`src/rtl/umi_to_sb_packer_if.sv`:
```
// UMI request stream and sb packet stream grouped for the umi_to_sb_packer bridge.
// The slave modport is the packer's view; the master modport is the surrounding environment's view.
interface umi_to_sb_packer_if #(
  parameter int DW = 256,
  parameter int AW = 64,
  parameter int CW = 32
);
  logic                     umi_valid;
  logic                     umi_ready;
  logic [CW-1:0]            umi_cmd;
  logic [AW-1:0]            umi_dstaddr;
  logic [AW-1:0]            umi_srcaddr;
  logic [DW-1:0]            umi_data;
  logic                     sb_valid;
  logic                     sb_ready;
  logic [DW+2*AW+CW-1:0]    sb_data;
  logic [31:0]              sb_dest;
  logic                     sb_last;

  modport master (
    output umi_valid, umi_cmd, umi_dstaddr, umi_srcaddr, umi_data, sb_ready,
    input  umi_ready, sb_valid, sb_data, sb_dest, sb_last
  );

  modport slave (
    input  umi_valid, umi_cmd, umi_dstaddr, umi_srcaddr, umi_data, sb_ready,
    output umi_ready, sb_valid, sb_data, sb_dest, sb_last
  );
endinterface

```
`src/rtl/umi_to_sb_packer.sv`:
```
// Buffered UMI to sb converter: elastic FIFO, EOM-driven burst grouping with a burst-locked destination.
// Optional counters stat_flits/stat_pkts/stat_stall are enabled by defining UMI_TO_SB_PACKER_STATS_EN.
module umi_to_sb_packer #(
  parameter int DW       = 256,
  parameter int AW       = 64,
  parameter int CW       = 32,
  parameter int DEPTH    = 4,
  parameter int DEST_LSB = 40,
  parameter int DEST_W   = 16,
  parameter int EOM_BIT  = 22
) (
  input  logic               clk,
  input  logic               rst,
  umi_to_sb_packer_if.slave  bus,
  output logic               in_burst,
  output logic               dest_err
`ifdef UMI_TO_SB_PACKER_STATS_EN
  ,
  output logic [31:0]        stat_flits,
  output logic [31:0]        stat_pkts,
  output logic [31:0]        stat_stall
`endif
);

  localparam int PW  = $clog2(DEPTH);
  localparam int SBW = DW + 2*AW + CW;
  localparam logic [PW:0] CNT_FULL = (PW+1)'(DEPTH);
  localparam logic [PW:0] CNT_ZERO = {(PW+1){1'b0}};

  typedef enum logic [0:0] {IDLE = 1'b0, BURST = 1'b1} state_t;

  logic [SBW-1:0]    data_mem_r [DEPTH];
  logic [DEST_W-1:0] dest_mem_r [DEPTH];
  logic [DEPTH-1:0]  last_mem_r;
  logic [PW-1:0]     wr_ptr_r;
  logic [PW-1:0]     rd_ptr_r;
  logic [PW:0]       count_r;
  logic [PW:0]       count_next_s;
  logic              full_r;
  state_t            state_r;
  state_t            state_next_s;
  logic [DEST_W-1:0] dest_lock_r;
  logic [DEST_W-1:0] dest_lock_next_s;
  logic [DEST_W-1:0] slice_s;
  logic [DEST_W-1:0] push_dest_s;
  logic              dest_err_r;
  logic              dest_err_next_s;
  logic              push_s;
  logic              pop_s;
  logic              eom_s;

  assign slice_s  = bus.umi_dstaddr[DEST_LSB +: DEST_W];
  assign eom_s    = bus.umi_cmd[EOM_BIT];
  assign push_s   = bus.umi_valid & bus.umi_ready;
  assign pop_s    = bus.sb_valid & bus.sb_ready;

  // Ready comes only from registered fullness, so sb_ready never reaches umi_ready in the same cycle.
  assign bus.umi_ready = ~rst & ~full_r;
  assign bus.sb_valid  = (count_r != CNT_ZERO);
  assign bus.sb_data   = data_mem_r[rd_ptr_r];
  assign bus.sb_dest   = 32'(dest_mem_r[rd_ptr_r]);
  assign bus.sb_last   = last_mem_r[rd_ptr_r];
  assign in_burst      = (state_r == BURST);
  assign dest_err      = dest_err_r;

  // Occupancy update from push/pop.
  always_comb begin
    count_next_s = count_r;
    case ({push_s, pop_s})
      2'b10:   count_next_s = count_r + (PW+1)'(1);
      2'b01:   count_next_s = count_r - (PW+1)'(1);
      default: count_next_s = count_r;
    endcase
  end

  // Burst FSM: advances on UMI accepts only and picks the destination stored with each flit.
  always_comb begin
    state_next_s     = state_r;
    dest_lock_next_s = dest_lock_r;
    dest_err_next_s  = dest_err_r;
    push_dest_s      = slice_s;
    case (state_r)
      IDLE: begin
        push_dest_s = slice_s;
        if (push_s && !eom_s) begin
          state_next_s     = BURST;
          dest_lock_next_s = slice_s;
        end else begin
          state_next_s     = IDLE;
        end
      end
      BURST: begin
        push_dest_s = dest_lock_r;
        if (push_s) begin
          if (slice_s != dest_lock_r) begin
            dest_err_next_s = 1'b1;
          end else begin
            dest_err_next_s = dest_err_r;
          end
          state_next_s = eom_s ? IDLE : BURST;
        end else begin
          state_next_s = BURST;
        end
      end
      default: begin
        state_next_s = IDLE;
      end
    endcase
  end

  // Control state: pointers, count, fullness, FSM, lock and sticky error.
  always_ff @(posedge clk) begin
    if (rst) begin
      wr_ptr_r    <= {PW{1'b0}};
      rd_ptr_r    <= {PW{1'b0}};
      count_r     <= CNT_ZERO;
      full_r      <= 1'b0;
      state_r     <= IDLE;
      dest_lock_r <= {DEST_W{1'b0}};
      dest_err_r  <= 1'b0;
    end else begin
      if (push_s) wr_ptr_r <= wr_ptr_r + PW'(1);
      if (pop_s)  rd_ptr_r <= rd_ptr_r + PW'(1);
      count_r     <= count_next_s;
      full_r      <= (count_next_s == CNT_FULL);
      state_r     <= state_next_s;
      dest_lock_r <= dest_lock_next_s;
      dest_err_r  <= dest_err_next_s;
    end
  end

  // Entry storage; destination and last are captured at push time.
  always_ff @(posedge clk) begin
    if (push_s) begin
      data_mem_r[wr_ptr_r] <= {bus.umi_data, bus.umi_srcaddr, bus.umi_dstaddr, bus.umi_cmd};
      dest_mem_r[wr_ptr_r] <= push_dest_s;
      last_mem_r[wr_ptr_r] <= eom_s;
    end
  end

`ifdef UMI_TO_SB_PACKER_STATS_EN
  // Free-running traffic counters, wrapping modulo 2^32.
  always_ff @(posedge clk) begin
    if (rst) begin
      stat_flits <= 32'd0;
      stat_pkts  <= 32'd0;
      stat_stall <= 32'd0;
    end else begin
      if (pop_s)                   stat_flits <= stat_flits + 32'd1;
      if (pop_s && bus.sb_last)    stat_pkts  <= stat_pkts + 32'd1;
      if (bus.sb_valid && !bus.sb_ready) stat_stall <= stat_stall + 32'd1;
    end
  end
`endif

endmodule

```
`src/flat_wrapper.sv`:
```
// flat-port wrapper written by rule: the top's interface ports become plain ports
module umi_to_sb_packer_flat 
#(
  parameter int DW       = 256,
  parameter int AW       = 64,
  parameter int CW       = 32,
  parameter int DEPTH    = 4,
  parameter int DEST_LSB = 40,
  parameter int DEST_W   = 16,
  parameter int EOM_BIT  = 22
)
  (clk, rst, in_burst, dest_err, bus_umi_valid, bus_umi_cmd, bus_umi_dstaddr, bus_umi_srcaddr, bus_umi_data, bus_sb_ready, bus_umi_ready, bus_sb_valid, bus_sb_data, bus_sb_dest, bus_sb_last);
  umi_to_sb_packer_if #(.DW(DW), .AW(AW), .CW(CW)) bus_i ();
  input  logic clk;
  input  logic rst;
  output logic in_burst;
  output logic dest_err;
  input wire logic [$bits(bus_i.umi_valid)-1:0] bus_umi_valid;
  input wire logic [$bits(bus_i.umi_cmd)-1:0] bus_umi_cmd;
  input wire logic [$bits(bus_i.umi_dstaddr)-1:0] bus_umi_dstaddr;
  input wire logic [$bits(bus_i.umi_srcaddr)-1:0] bus_umi_srcaddr;
  input wire logic [$bits(bus_i.umi_data)-1:0] bus_umi_data;
  input wire logic [$bits(bus_i.sb_ready)-1:0] bus_sb_ready;
  output wire logic [$bits(bus_i.umi_ready)-1:0] bus_umi_ready;
  output wire logic [$bits(bus_i.sb_valid)-1:0] bus_sb_valid;
  output wire logic [$bits(bus_i.sb_data)-1:0] bus_sb_data;
  output wire logic [$bits(bus_i.sb_dest)-1:0] bus_sb_dest;
  output wire logic [$bits(bus_i.sb_last)-1:0] bus_sb_last;
  assign bus_i.umi_valid = bus_umi_valid;
  assign bus_i.umi_cmd = bus_umi_cmd;
  assign bus_i.umi_dstaddr = bus_umi_dstaddr;
  assign bus_i.umi_srcaddr = bus_umi_srcaddr;
  assign bus_i.umi_data = bus_umi_data;
  assign bus_i.sb_ready = bus_sb_ready;
  assign bus_umi_ready = bus_i.umi_ready;
  assign bus_sb_valid = bus_i.sb_valid;
  assign bus_sb_data = bus_i.sb_data;
  assign bus_sb_dest = bus_i.sb_dest;
  assign bus_sb_last = bus_i.sb_last;
  umi_to_sb_packer #(.DW(DW), .AW(AW), .CW(CW), .DEPTH(DEPTH), .DEST_LSB(DEST_LSB), .DEST_W(DEST_W), .EOM_BIT(EOM_BIT)) u_core (.clk(clk), .rst(rst), .bus(bus_i), .in_burst(in_burst), .dest_err(dest_err));
endmodule
```
`config.mk`:
```
export PLATFORM = sky130hd
export DESIGN_NAME = umi_to_sb_packer_flat
export DESIGN_NICKNAME = d
export VERILOG_FILES = /design/src/rtl/umi_to_sb_packer_if.sv /design/src/rtl/umi_to_sb_packer.sv /design/src/flat_wrapper.sv
export SDC_FILE = /design/constraint.sdc
export NUM_CORES = 1
export LEC_CHECK = 0
export CORE_AREA = 2 2 343 345
export DETAILED_ROUTE_END_ITERATION = 10
export DIE_AREA = 0 0 345 347
export PLACE_DENSITY = 0.88
export SLEW_MARGIN = 20
export SYNTH_ARGS = -nofsm -noshare
export SYNTH_HDL_FRONTEND = slang
export SYNTH_SLANG_ARGS = --single-unit
```
`constraint.sdc`:
```
create_clock -name clk -period 31.5 [get_ports clk]
set_input_delay 7.875 -clock clk [delete_from_list [all_inputs] [get_ports clk]]
set_output_delay 7.875 -clock clk [all_outputs]
set_load 0.02 [all_outputs]
```
==> summary.txt <==
Route
  • Residual DRC: 0
  • 1st-pass router iterations: 7
  • ANT nets after route: 0
  • DR WL/cell: 30.8 um
  • DRT iter0 DRCs: approximately 3100
  • Total number of vias: 30900
  • WL final: ~160 mm
  • Via/cell ratio: 6.04

Clock tree
  • Num Clock Sinks: ~1800
  • CTS tree: built
  • PostCTS Resize Cnt: 0
  • Clk slew on worst S/H paths: 60 ps
  • Worst-Skew Late Latency: around 760 ps
  • Post-CTS setup buffers: 0
  • CTS Buf Count: between 150 and 200
  • CTS max path bufs: 3
  • Cts hold-fix bufs: 0
  • Root Driver: clkbuf_16
  • CTS H-Tree Depth: 4

Place
  • Placer Congestion: 0.811
  • PortBufs: roughly 860
  • HPWL Detailed: slightly above 90 mm

Min path
  • HP Start: u_core.dest_lock_r[14]
  • Worst Hold Path EP: u_core.dest_lock_r[14]
  • Worst Hold Depth: 2
  • Hold WC Path Type: flop to flop

Timing
  • Max Clock Freq: just under 60 MHz
  • Setup TNS: 0 ps
  • Final setup vio count: 0
  • Fin Clk Skew: around 47 ps
  • RSZ-0062 raised after global routing: no
  • Slew @ Worst Pin: 1110 ps
  • Fin crit period: between 15000 and 20000 ps
  • Slew headroom: 0.260
  • Fin crit share: 0.546
  • Final hold violations: 0
  • Pins over their slew limit: 0

Pwr
  • Total Power: 6.32 mW
  • Int Pwr: between 4 and 5 mW
  • LEAKAGE: between 20 and 25 nW
  • NetSw: 1.75 mW
  • Reg power frac: 0.434
  • Comb pwr share: 0.260
  • Sw Ratio: 0.277
  • Clock power share: 0.306
  • P per Cell Area: ~80 nW/um^2
  • VDD IR-drop max: 0.0679 mV

Yosys
  • Post-Syn Area: about 64000 um^2
  • Post-synthesis register bit count: around 1800
  • Post-synth ARST share: 0
  • Synth unique cells: 32
  • Dominant synthesized flop cell: edfxtp_1
  • Seq/Total Area, Yosys: 0.820
  • Number of enable flip-flop cells after synthesis: between 1500 and 2000
  • Synth Area per Inst: between 20 and 30 um^2
  • Syn. warnings: 0
  • Cells after Synth: 2445

Floorplanning
  • Die width: roughly 350 um
  • Core box area: roughly 120000 um^2
  • Cell Rows: between 100 and 150
  • Die area: about 120000 um^2
  • DIE HEIGHT: roughly 350 um
  • Starting Density: 0.553
  • I/O pin count: 873

Layout
  • Fillcell total: 6505
  • Register Area: ~52000 um^2
  • Layout cell share with drive strength beyond 1: 0.203
  • Fin util: 0.686
  • Area of the multi-input gates: 10700 um^2
  • Most frequent cells in the layout: 1728 x edfxtp_1, 856 x clkdlybuf4s50_1, 433 x mux4_2
  • Most common cell after layout, fill and taps aside: edfxtp_1
  • Nets: 3828
  • Area growth from synthesis to layout: 24.0%

Critical path
  • Crit path required time: ~24000 ps
  • Setup CP Type: primary input to output pin
  • CP Capture Type: output pin
  • Worst reg2reg endpoint: u_core.data_mem_r[3][332]
  • Worst R2R Start: u_core.full_r
  • Reg2reg setup slack: approximately 27000 ps
  • Crit Path Max Fanout: 29
  • R2R cell count: 6
  • Crit path launch type: primary input
  • Crit path DAT: roughly 9300 ps

GRT
  • Gr ovfl total: 0
  • Initial antenna violation count: 54
  • Vias in the first global route: approximately 32000
  • Total Routing Usage GR: 0.261
  • First-pass GRT wire length: between 200 and 250 mm
  • Largest net degree at the start of global routing: 130

Status
  • Status: complete, no violations

Run
  • Max Cap Viol: 0
-- worst max path at each step --
stage | start | slack, ps | to | cells after the start
floorplan | rst | 12420 | u_core.data_mem_r[0][0] | 4
global placement | rst | 14350 | bus_umi_ready | 4
detailed placement | rst | 14320 | bus_umi_ready | 4
CTS | rst | 14310 | bus_umi_ready | 4
global route | rst | 14250 | bus_umi_ready | 4
finish | rst | 14310 | bus_umi_ready | 4
-- registers in the layout, summed over array words and instances (netlist names), named ones only --
register and cells:
u_core.wr_ptr_r 2, u_core.data_mem_r 1661, u_core.count_r 3, u_core.dest_lock_r 16, u_core.full_r 1, u_core.rd_ptr_r 2
u_core.last_mem_r 3, u_core.dest_mem_r 64, u_core.dest_err 1
-- critical path, stage by stage --
cell	delay [ps]
clkdlybuf4s50_1	460
buf_4	320
nor2_1	100
clkdlybuf4s50_1	570
-- synthesized netlist by cell type (8+ instances only) --
master    instances  area [um^2]
nand2_1          20         75.1
xnor2_1          19          166
nand3_1          16         80.1
buf_2            52          260
clkbuf_1          8         30.0
mux2_2           16          180
mux4_2          433         9750
buf_4            16          120
nor2_1            9         33.8
a21oi_1          16         80.1
buf_6            43          484
dfxtp_1          28          561
edfxtp_1       1728        51900
-- routing by layer --
layer,track usage,share of wire
met5,0,0.00072
met4,0.140,0.052
met3,0.0754,0.086
met2,0.447,0.53
met1,0.297,0.33
-- logic make-up after synthesis --
family,after synthesis,synth area share
buffers and inverters,129,0.0146
multiplexers,450,0.155
adder cells (fa/ha/maj),6,0.00129
XOR/XNOR,22,0.00301
AO/OA/AOI/OAI,20,0.00172
AND/OR/NAND/NOR,61,0.00450
flip-flops,1756,0.820
other,1,0.0000586
-- metrics by stage --
step,worst slack (ps),cells,area (um^2),hold WS (ps)
floorplan,12420,2460,64100,458
global placement,14350,4758,74000,465
detailed placement,14320,4758,74000,465
CTS,14310,5067,79300,485
global route,14250,5109,79400,515
finish,14310,5115,79400,484
-- power groups by stage --
stage / sequential, mW / combinational [mW] / clock, mW
floorplan: 2.80 / 0.990 / 0
global placement: 2.78 / 1.61 / 0
detailed placement: 2.79 / 1.63 / 0
CTS: 2.74 / 1.66 / 1.96
global route: 2.75 / 1.71 / 2.05
finish: 2.74 / 1.65 / 1.94
-- cell type report --
type | instances | area share
diodes | 48 | 0.00151
clock inverters | 99 | 0.0112
well taps | 1524 | 0.0240
repair buffers | 896 | 0.112
flip-flops and latches | 1756 | 0.661
inverters | 7 | 0.000331
multi-input cells | 575 | 0.135
clock buffers | 210 | 0.0552
No activity file was read; power rests on OpenSTA's default activity.
